**src/rtl/basic_block.sv**
```systemverilog
// Single-instruction regex engine block: fetches one instruction at a PC,
// evaluates it against the current character and emits follow-on PCs.
module basic_block #(
    parameter int PC_WIDTH          = 8,
    parameter int CHARACTER_WIDTH   = 8,
    parameter int MEMORY_WIDTH      = 16,
    parameter int MEMORY_ADDR_WIDTH = 11
) (
    input  logic                         clk,
    input  logic                         reset,
    input  logic [CHARACTER_WIDTH-1:0]   current_character,
    input  logic                         input_pc_valid,
    input  logic [PC_WIDTH-1:0]          input_pc,
    output logic                         input_pc_ready,
    output logic                         memory_valid,
    output logic [MEMORY_ADDR_WIDTH-1:0] memory_addr,
    input  logic                         memory_ready,
    input  logic [MEMORY_WIDTH-1:0]      memory_data,
    output logic                         output_pc_valid,
    output logic [PC_WIDTH-1:0]          output_pc,
    output logic                         output_pc_is_directed_to_current,
    input  logic                         output_pc_ready,
    output logic                         accepts
);

    localparam int INSTRUCTION_DATA_WIDTH = 13;

    typedef enum logic [2:0] {
        IDLE,
        FETCH,
        WAIT_DATA,
        EXEC,
        OUT1,
        OUT2
    } state_t;

    typedef enum logic [2:0] {
        OP_ACCEPT                = 3'b000,
        OP_SPLIT                 = 3'b001,
        OP_MATCH                 = 3'b010,
        OP_JMP                   = 3'b011,
        OP_END_WITHOUT_ACCEPTING = 3'b100,
        OP_MATCH_ANY             = 3'b101,
        OP_ACCEPT_PARTIAL        = 3'b110,
        OP_NOT_MATCH             = 3'b111
    } opcode_t;

    state_t                     state_q;
    state_t                     state_d;
    logic [PC_WIDTH-1:0]        pc_reg;
    logic [MEMORY_WIDTH-1:0]    instr_q;
    logic [PC_WIDTH-1:0]        out_pc_q;
    logic                       out_dir_q;
    logic                       split_q;
    logic [PC_WIDTH-1:0]        split_pc_q;
    logic                       accepts_q;

    opcode_t                    opcode;
    logic [CHARACTER_WIDTH-1:0] instr_char;
    logic [PC_WIDTH-1:0]        instr_target;
    logic [PC_WIDTH-1:0]        pc_inc;
    logic                       char_eq;

    logic                       exec_emit;
    logic [PC_WIDTH-1:0]        exec_pc;
    logic                       exec_dir;
    logic                       exec_split;
    logic                       exec_accept;

    logic                       out_xfer;
    logic                       unused_instr_bits;

    assign opcode       = opcode_t'(instr_q[INSTRUCTION_DATA_WIDTH +: 3]);
    assign instr_char   = instr_q[CHARACTER_WIDTH-1:0];
    assign instr_target = instr_q[PC_WIDTH-1:0];
    assign pc_inc       = pc_reg + 1'b1;
    assign char_eq      = (current_character == instr_char);

    // Payload bits above the char/target fields carry no meaning here.
    assign unused_instr_bits = ^instr_q;

    always_comb begin
        exec_emit   = 1'b0;
        exec_pc     = pc_inc;
        exec_dir    = 1'b0;
        exec_split  = 1'b0;
        exec_accept = 1'b0;
        unique case (opcode)
            OP_MATCH: begin
                exec_emit = char_eq;
            end
            OP_NOT_MATCH: begin
                exec_emit = !char_eq;
            end
            OP_MATCH_ANY: begin
                exec_emit = 1'b1;
            end
            OP_JMP: begin
                exec_emit = 1'b1;
                exec_pc   = instr_target;
                exec_dir  = 1'b1;
            end
            OP_SPLIT: begin
                exec_emit  = 1'b1;
                exec_dir   = 1'b1;
                exec_split = 1'b1;
            end
            OP_ACCEPT: begin
                exec_accept = (current_character == '0);
            end
            OP_ACCEPT_PARTIAL: begin
                exec_accept = 1'b1;
            end
            OP_END_WITHOUT_ACCEPTING: begin
                exec_accept = 1'b0;
            end
            default: begin
                exec_emit = 1'b0;
            end
        endcase
    end

    assign out_xfer = output_pc_ready && ((state_q == OUT1) || (state_q == OUT2));

    always_comb begin
        state_d = state_q;
        unique case (state_q)
            IDLE: begin
                if (input_pc_valid) state_d = FETCH;
            end
            FETCH: begin
                if (memory_ready) state_d = WAIT_DATA;
            end
            WAIT_DATA: begin
                state_d = EXEC;
            end
            EXEC: begin
                state_d = exec_emit ? OUT1 : IDLE;
            end
            OUT1: begin
                if (output_pc_ready) state_d = split_q ? OUT2 : IDLE;
            end
            OUT2: begin
                if (output_pc_ready) state_d = IDLE;
            end
            default: begin
                state_d = IDLE;
            end
        endcase
    end

    always_ff @(posedge clk or negedge reset) begin
        if (!reset) begin
            state_q    <= IDLE;
            pc_reg     <= '0;
            instr_q    <= '0;
            out_pc_q   <= '0;
            out_dir_q  <= 1'b0;
            split_q    <= 1'b0;
            split_pc_q <= '0;
            accepts_q  <= 1'b0;
        end else begin
            state_q   <= state_d;
            accepts_q <= (state_q == EXEC) && exec_accept;
            if ((state_q == IDLE) && input_pc_valid) begin
                pc_reg <= input_pc;
            end
            if (state_q == WAIT_DATA) begin
                instr_q <= memory_data;
            end
            if ((state_q == EXEC) && exec_emit) begin
                out_pc_q   <= exec_pc;
                out_dir_q  <= exec_dir;
                split_q    <= exec_split;
                split_pc_q <= instr_target;
            end
            // Second half of a SPLIT: swap in the branch target once OUT1 drains.
            if ((state_q == OUT1) && out_xfer && split_q) begin
                out_pc_q  <= split_pc_q;
                out_dir_q <= 1'b1;
                split_q   <= 1'b0;
            end
        end
    end

    assign input_pc_ready  = (state_q == IDLE);
    assign memory_valid    = (state_q == FETCH);
    assign memory_addr     = MEMORY_ADDR_WIDTH'(pc_reg);
    assign output_pc_valid = (state_q == OUT1) || (state_q == OUT2);
    assign output_pc       = out_pc_q;
    assign output_pc_is_directed_to_current = out_dir_q;
    assign accepts         = accepts_q;

endmodule

```
**config.mk**
```make
export PLATFORM = sky130hd
export DESIGN_NAME = basic_block
export DESIGN_NICKNAME = d
export VERILOG_FILES = /design/src/rtl/basic_block.sv
export SDC_FILE = /design/constraint.sdc
export NUM_CORES = 1
export LEC_CHECK = 0
export BUFFER_PORTS_ARGS = -buffer_cell sky130_fd_sc_hd__clkbuf_2
export CORE_ASPECT_RATIO = 1.75
export CORE_UTILIZATION = 45
export DETAILED_ROUTE_END_ITERATION = 16
export PLACE_DENSITY = 0.75
export SETUP_SLACK_MARGIN = 0.5
export SLEW_MARGIN = 20
export SYNTH_ARGS = -nofsm -noshare
export SYNTH_HDL_FRONTEND = slang
export SYNTH_SLANG_ARGS = --single-unit
```
**constraint.sdc**
```tcl
create_clock -name clk -period 3.2 [get_ports clk]
set_input_delay 0.32 -clock clk [delete_from_list [all_inputs] [get_ports clk]]
set_output_delay 0.32 -clock clk [all_outputs]
set_load 0.03 [all_outputs]
```
==> results of run 1 <==
## power by group through the flow
stage | Clock [mW] | Combinational (mW) | Sequential [mW]
finish | 0.490 | 1.16 | 1.04
global placement | 0 | 1.14 | 1.05
detailed placement | 0 | 1.15 | 1.05
global route | 0.522 | 1.27 | 1.08
CTS | 0.501 | 1.17 | 1.04
floorplan | 0 | 0.754 | 1.15
## cells in the final DEF, fill, tap and decap left out, types with 5 or more instances in the layout
master / instances
mux2_2: 27
a21oi_1: 5
nand2_1: 20
o21ai_0: 9
dfrtp_1: 41
o211ai_1: 8
nor2_1: 10
xor2_1: 9
clkbuf_2: 51
clkbuf_8: 5
## stage by stage
stage,hold slack [ns],setup slack (ns)
3_5_place_dp,0.494,1.13
3_3_place_gp,0.486,1.16
6_report,0.134,1.13
4_1_cts,0.206,1.13
2_1_floorplan,0.0244,0.953
5_1_grt,0.214,0.973
## critical path, cell delays in order (launching register included)
cell and delay, ns:
dfrtp_1 0.44, xor2_1 0.21, nor4_4 0.33, and4_1 0.45, or2_1 0.37, o211ai_1 0.15
## per-layer routing
metal,track usage,vias up,share of wire
met5,0,-,0
met4,0.0855,0,0.019
met3,0.0460,7,0.041
met2,0.352,38,0.57
met1,0.227,758,0.37
li1,-,777,-
## cell type report
class                   count  area share
clock buffers               5      0.0274
well taps                  51      0.0254
inverters                   2     0.00299
repair buffers             53       0.107
clock inverters             3      0.0259
flip-flops and latches     41       0.408
multi-input cells         137       0.403
## worst paths after layout
check | cells after the start | end | start | slack, ns
worst max register to register | 5 | output_pc[5]$_DFFE_PN0P_ | instr_q[2]$_DFFE_PN0P_ | 1.13
worst min-delay path | 1 | instr_q[13]$_DFFE_PN0P_ | reset | 0.13
worst min register to register | 2 | output_pc[0]$_DFFE_PN0P_ | split_pc_q[0]$_DFFE_PN0P_ | 0.50
max in group asynchronous | 1 | pc_reg[4]$_DFFE_PN0P_ | reset | 2.52
worst max-delay path | 5 | output_pc[5]$_DFFE_PN0P_ | instr_q[2]$_DFFE_PN0P_ | 1.13
min in group clk | 2 | instr_q[13]$_DFFE_PN0P_ | memory_data[13] | 0.25
## kinds of logic after synthesis
logic type / synth area share
simple gates: 0.156
flops: 0.485
compound gates: 0.114
mux: 0.153
buf+inv: 0.0385
xor+xnor: 0.0456
fa+ha+maj: 0.00592
other cells: 0.00177
==> flow_summary.ini, run 1 <==
[status]
status = complete, no violations

[clock_tree]
cts_hold_buf = 0
cts_root_buffer = clkbuf_8
clkSinkCount = 41
post_cts.repair.setup_buffers = 0
cts.clk_slew.worst_paths_ns = 0.08
cts_made_buffers = 5
cts_resized = 0
clk_latency_ns = 0.30
htreeDepth = 2
cts_tree = built
cts_max_path_buffers = 2

[flow_run]
max-cap-violations = 0

[global_routing]
grt_first_pass_wirelength_mm = 7.21
grt_max_degree = 42
grt_pass1_vias = 1554
antenna_found_initial = 0
grt_overflow = 0
grt_usage = 0.204

[drt]
first_iter_violations = 28
drtAntennaViolNets = 0
wl_per_cell_um = 14.4
drc = 0
drt-pass1-iter-count = 4
viasPerCell = 5.41
drt-total-wl_mm = 4.22
vias = 1580

[die]
die_area_mm2 = 0.00498
io_pins = 61
coreArea_mm2 = 0.00444
die_h_um = 92.7
start_util = 0.476
fp.dieW_um = 53.8
rows = 32

[timing]
setup_viol = 0
finalCriticalPeriod_ns = 2.07
hold_violations = 0
slew_viol_final = 0
fin_skew_ns = 0.00845
timing.final.crit_share = 0.647
fmax_mhz = 483
rsz0062_at_grt = false
tns_ns = 0
worstMarginPinSlew_ns = 0.868
maxSlewHeadroom = 0.421

[setup_path]
cp.required_ns = 3.37
cp_data_arrival_time_ns = 2.24
worstSetupPathType = reg2reg
critPathMaxFanout = 10
cp-start-kind = flip-flop
crit_path_end_kind = flip-flop

[cells_and_area]
num_antenna_cells = 0
fin_cells = 292
seq_area_mm2 = 0.00103
nets = 278
stdcell_area_mm2 = 0.00251
finish.utilization = 0.565
final_layout_size_suffix_gt1_frac = 0.382
multiInputGateArea_mm2 = 0.00101
syn_to_final_growth_pct = 18.9
fillers = 396
largest_register_ffs = 11
regMostFlops = instr_q

[placement]
dp_hpwl_mm = 3.27
dp.cells = 284
port_buffers = 52
gp_congestion = 0.813
dpl-instance-area_mm2 = 0.00238

[yosys]
synth_flop_cell = dfrtp_1
ys_warn_count = 0
synth_top_cell_by_area = dfrtp_1
synth-async-reset-ratio = 1.00
netlist.area_leader.share = 0.485
ys_types = 42
synth_area_mm2 = 0.00211
ys_seq_elements = 41
synth.avg_cell_area_um2 = 11.1
yosysSeqAreaShare = 0.485
ys_top_cells_by_area = dfrtp_1 49%, mux2_2 14%, xor2_1 3.7%, nand2_1 3.6%, o211ai_1 2.8%
synthCells = 190
synth_edf_count = 0
synth_most_common_cell = dfrtp_1
ys_top_cells_by_count = 41 x dfrtp_1, 27 x mux2_2, 20 x nand2_1

[power]
fin_total_pwr_mw = 2.69
p_sw_mw = 1.10
power.density_mw_per_mm2 = 1070
leakage_nw = 1.14
swShare = 0.409
peakVddDrop_v = 0.000671
power_frac_seq = 0.388
combPwrFrac = 0.430
clkPwrFrac = 0.182
internal-power_mw = 1.59

[worst_hold_path]
hp-class = in2async
Power figures use the tool's default switching activity.
==> inputs of run 2 (changes only) <==
PLACE_DENSITY = 0.78   (was 0.75)
clock period = 1.7 ns   (was 3.2 ns; I/O delays follow)
==> flow_summary.ini, run 2 (synthesis gave the netlist of run 1 again) <==
[placement]
port_buffers = 52
dp.cells = 309
dpl-instance-area_mm2 = 0.00272
gp_congestion = 0.788
dp_hpwl_mm = 3.69
post-place-ws_ns = -0.182

[cells_and_area]
fin_cells = 332
largest_register_ffs = 11
nets = 319
layout_common_cells = 46 x clkbuf_2, 41 x dfrtp_1, 27 x mux2_4
fillers = 308
regMostFlops = instr_q
stdcell_area_mm2 = 0.00313
num_antenna_cells = 0
syn_to_final_growth_pct = 48.3
multiInputGateArea_mm2 = 0.00122
final_layout_size_suffix_gt1_frac = 0.512
seq_area_mm2 = 0.00103
layout_commonest_cell = clkbuf_2

[global_routing]
antenna_found_initial = 0
grt_first_pass_wirelength_mm = 8.88
grt_pass1_vias = 1910
grt_usage = 0.250
grt_max_degree = 42
grt_overflow = 0

[die]
die_area_mm2 = 0.00498
coreArea_mm2 = 0.00444
die_h_um = 92.7
rows = 32
fp.dieW_um = 53.8
start_util = 0.476
io_pins = 61

[timing]
finalCriticalPeriod_ns = 1.81
rsz0062_at_grt = true
hold_violations = 0
timing.final.crit_share = 1.07
tns_ns = -1.23
fin_ws_ns = -0.113
slew_viol_final = 0
fin_skew_ns = 0.00803
worstMarginPinSlew_ns = 0.512
maxSlewHeadroom = 0.658
fmax_mhz = 552
setup_viol = 18

[status]
status = complete, but fails checks
violations = negative setup slack

[setup_path]
cp_data_arrival_time_ns = 2.00
crit_path_end_kind = flip-flop
cp.required_ns = 1.89
worstSetupPathType = reg2reg
cp-start-kind = flip-flop
critPathMaxFanout = 7

[clock_tree]
cts.clk_slew.worst_paths_ns = 0.08
htreeDepth = 2
cts_root_buffer = clkbuf_8
clkSinkCount = 41
clk_latency_ns = 0.30
cts_tree = built
cts_max_path_buffers = 2
cts_made_buffers = 5

[drt]
viasPerCell = 5.49
drt-total-wl_mm = 5.61
drtAntennaViolNets = 0
first_iter_violations = 50
drt-pass1-iter-count = 4
vias = 1824
drc = 0
wl_per_cell_um = 16.9

[worst_hold_path]
hp-class = in2reg

[power]
power.density_mw_per_mm2 = 2020
peakVddDrop_v = 0.00139
leakage_nw = 1.50

[flow_run]
max-cap-violations = 0
-- run 2: what timing repair did --
action,CTS,global route
cloned,2,0
endpoints found under the setup margin,44,46
buffers inserted,10,3
endpoints found under the hold margin,41,0
gates resized for setup,32,16
pin swaps,6,8
hold buffers,1,0
-- run 2: final cells by class --
cell class              count  area share
multi-input cells         138       0.390
inverters                   2     0.00240
repair buffers             93       0.227
well taps                  51      0.0204
clock inverters             2      0.0112
clock buffers               5      0.0220
flip-flops and latches     41       0.327
-- run 2: routing by layer --
layer  up-vias  part of all wire  track usage
met5         -                 0            0
met4         0             0.020        0.107
met3         8             0.041       0.0443
met2        59              0.58        0.448
met1       902              0.36        0.270
li1        855                 -            -
-- run 2: power breakdown --
part	total, mW	internal, mW	switching, mW	leakage (nW)
Sequential	1.83	1.45	0.379	0.499
Combinational	3.74	1.98	1.76	0.947
Clock	0.758	0.427	0.332	0.0540
Total	6.33	3.85	2.48	1.50
-- run 2: worst paths after layout --
check                                                          endpoint  slack (ns)                 startpoint  cells after the start
max                                            output_pc[1]$_DFFE_PN0P_       -0.11     instr_q[3]$_DFFE_PN0P_                      5
min                                               pc_reg[0]$_DFFE_PN0P_         0.1                input_pc[0]                      2
max reg2reg                                    output_pc[1]$_DFFE_PN0P_       -0.11     instr_q[3]$_DFFE_PN0P_                      5
min reg2reg                                   split_pc_q[2]$_DFFE_PN0P_        0.52  split_pc_q[2]$_DFFE_PN0P_                      1
max in group asynchronous  output_pc_is_directed_to_current$_DFFE_PN0P_        0.88                      reset                      3
min in group asynchronous                        instr_q[7]$_DFFE_PN0P_        0.46                      reset                      3
-- run 2: critical path: stages (launching register included) --
cell and delay, ns:
dfrtp_1 0.41, xor2_2 0.16, nor4_4 0.34, a31oi_4 0.19, or2_4 0.31, o311a_1 0.29
-- run 2: per-stage QoR --
stage | utilization | hold slack, ns | total power [mW]
after detailed placement | 0.611 | 0.266 | 4.90
after global placement | 0.611 | 0.263 | 4.82
after CTS | 0.689 | 0.0946 | 6.13
after floorplan | - | -0.126 | 3.97
after global routing | 0.705 | 0.0952 | 6.70
final | 0.705 | 0.0995 | 6.33
==> inputs of run 3 (changes only) <==
ABC_AREA = 1   (was default)
PLACE_DENSITY = 0.77   (was 0.78)
RECOVER_POWER = 50   (was default)
==> flow_summary.ini, run 3 <==
[status]
status = complete, no violations

[timing]
finalCriticalPeriod_ns = 1.60
fmax_mhz = 623
hold_violations = 0
setup_viol = 0
timing.final.crit_share = 0.944
worstMarginPinSlew_ns = 0.547
fin_ws_ns = 0.0959
fin_skew_ns = 0.00535
slew_viol_final = 0
rsz0062_at_grt = true
tns_ns = 0
maxSlewHeadroom = 0.635

[global_routing]
grt_first_pass_wirelength_mm = 7.93
grt_max_degree = 24
grt_usage = 0.223
grt_overflow = 0
antenna_found_initial = 0
grt_pass1_vias = 1779

[power]
power.density_mw_per_mm2 = 2000
peakVddDrop_v = 0.00121
internal-power_mw = 3.35
p_sw_mw = 2.99
power_frac_seq = 0.310
leakage_nw = 1.58
clkPwrFrac = 0.099
swShare = 0.471
combPwrFrac = 0.591

[flow_run]
max-cap-violations = 0

[setup_path]
critPathLaunch = instr_q[3]$_DFFE_PN0P_
cp.required_ns = 1.89
critPathMaxFanout = 8
cp-start-kind = flip-flop
r2r_cells = 10
regToRegStartpoint = instr_q[3]$_DFFE_PN0P_
worstSetupPathType = reg2reg
crit_path_end_kind = flip-flop
reg2reg_to = split_pc_q[0]$_DFFE_PN0P_
cp_data_arrival_time_ns = 1.79
r2r_slack_ns = 0.1

[worst_hold_path]
holdCritStartpoint = input_pc[1]
min_path_cells = 2
whs_endpoint = pc_reg[1]$_DFFE_PN0P_
hp-class = in2reg

[yosys]
synth_compound_area_frac = 0.113
yosysSeqAreaShare = 0.480
yosys.area_share.simple = 0.261
synthCells = 263
ys_warn_count = 0
ys_top_cells_by_area = dfrtp_1 48%, nand2_1 13%, nand3_1 4.4%, a21oi_1 4.0%, nor2_1 3.9%
ys_types = 29
synth_area_mm2 = 0.00214
synth-async-reset-ratio = 1.00
synth.avg_cell_area_um2 = 8.13
ys_seq_elements = 41
synth-adder-area-share = 0.00585
synth_flop_cell = dfrtp_1
synth_edf_count = 0
synth_top_family_by_area = simple AND/OR/NAND/NOR gates
synth_most_common_cell = nand2_1
netlist.area_leader.share = 0.480
synth_top_cell_by_area = dfrtp_1
muxShareOfSynthArea = 0.0316
synth_xor_area_frac = 0.0246
ys_top_cells_by_count = 75 x nand2_1, 41 x dfrtp_1, 22 x nor2_1

[clock_tree]
cts_max_path_buffers = 2
cts_made_buffers = 5
clkSinkCount = 41
cts_tree = built
clk_latency_ns = 0.30
cts_root_buffer = clkbuf_8
htreeDepth = 2
cts.clk_slew.worst_paths_ns = 0.08

[die]
die_area_mm2 = 0.00504
die_h_um = 93.2
fp.dieW_um = 54.1
coreArea_mm2 = 0.00448
io_pins = 61
rows = 32
start_util = 0.477

[cells_and_area]
regMostFlops = instr_q
layout_common_cells = 59 x nand2_1, 40 x clkbuf_2, 33 x dfrtp_1
fin_cells = 398
num_antenna_cells = 0
syn_to_final_growth_pct = 48.4
fillers = 349
largest_register_ffs = 11
layout_commonest_cell = nand2_1
nets = 384
final_layout_size_suffix_gt1_frac = 0.493

[placement]
dp_hpwl_mm = 3.66
post-place-ws_ns = 0.149
port_buffers = 52
gp_congestion = 0.868
dp.cells = 364

[drt]
drtAntennaViolNets = 0
vias = 2143
drc = 0
wl_per_cell_um = 15.7
viasPerCell = 5.38
drt-pass1-iter-count = 4
drt-total-wl_mm = 6.26
first_iter_violations = 65
==> run 3: changes by cell type in the layout (fill, tap and decap cells not counted), moves of 9 or more <==
cell,before,now
nand2_1,20,59
inv_2,0,9
nor2_2,0,12
inv_1,2,18
clkbuf_1,0,11
buf_4,25,15
nand2_2,0,12
mux2_4,27,0
nand3_2,0,11
==> run 3: layout make-up <==
class                   count  area (um^2)  area share
inverters                  28          110      0.0347
flip-flops and latches     41         1040       0.327
repair buffers             83          637       0.201
clock inverters             2         10.0     0.00316
well taps                  51         63.8      0.0201
clock buffers               6         72.6      0.0229
multi-input cells         187         1240       0.391
==> run 3: logic make-up (layout without fill, tap and decap cells) <==
family | Yosys count | count (layout)
other | 1 | 3
multiplexers | 6 | 6
buffers and inverters | 38 | 119
AO/OA/AOI/OAI | 40 | 40
AND/OR/NAND/NOR | 130 | 131
adder cells (fa/ha/maj) | 1 | 1
XOR/XNOR | 6 | 6
flip-flops | 41 | 41
==> run 3: power by group through the flow <==
stage	Clock, mW	Combinational, mW	Sequential, mW
after floorplan	0	1.60	2.23
after global placement	0	2.53	1.90
after detailed placement	0	2.58	1.92
after CTS	0.631	2.95	1.89
after global routing	0.674	4.04	2.01
final	0.628	3.75	1.96
==> run 3: worst max-delay path, cell delays in order (launching register included) <==
cell and delay (ns):
dfrtp_1 0.40, inv_2 0.08, a21oi_2 0.15, nand3_2 0.10, nor2_4 0.14, nand2_2 0.06
nand2_2 0.07, nand3_4 0.15, buf_12 0.20, nand2_2 0.08, o21ai_2 0.06
==> run 3: what timing repair did <==
item / CTS / global route
pin swaps: 2 / 16
setup buffers: 7 / 13
setup endpoints to repair: 31 / 44
hold endpoints to repair: 20 / 0
cloned: 1 / 4
gates resized for setup: 24 / 55
hold buffers: 1 / 0
==> run 3: worst max-delay path by stage <==
stage / endpoint / slack [ns]
global route: split_pc_q[0]$_DFFE_PN0P_ / 0.03
global placement: split_pc_q[0]$_DFFE_PN0P_ / 0.19
finish: split_pc_q[0]$_DFFE_PN0P_ / 0.1
floorplan: pc_reg[0]$_DFFE_PN0P_ / 0.30
CTS: split_pc_q[3]$_DFFE_PN0P_ / 0.19
detailed placement: split_pc_q[3]$_DFFE_PN0P_ / 0.15
==> run 3: per-layer routing <==
metal	global-route usage	part of all wire	up-vias	wire, um
met3	0.0504	0.030	22	191
li1	-	-	1006	-
met2	0.384	0.57	63	3550
met1	0.232	0.37	1052	2310
met5	0	0	-	0
met4	0.137	0.033	0	208
==> run 3: stage by stage <==
stage | instance area (um^2) | total power [mW] | hold slack (ns) | utilization
after global placement | 2550 | 4.43 | 0.176 | 0.570
after detailed placement | 2550 | 4.51 | 0.191 | 0.570
after global routing | 3170 | 6.73 | 0.103 | 0.707
after CTS | 2810 | 5.48 | 0.0972 | 0.626
final | 3170 | 6.34 | 0.105 | 0.707
after floorplan | 2250 | 3.83 | -0.126 | -
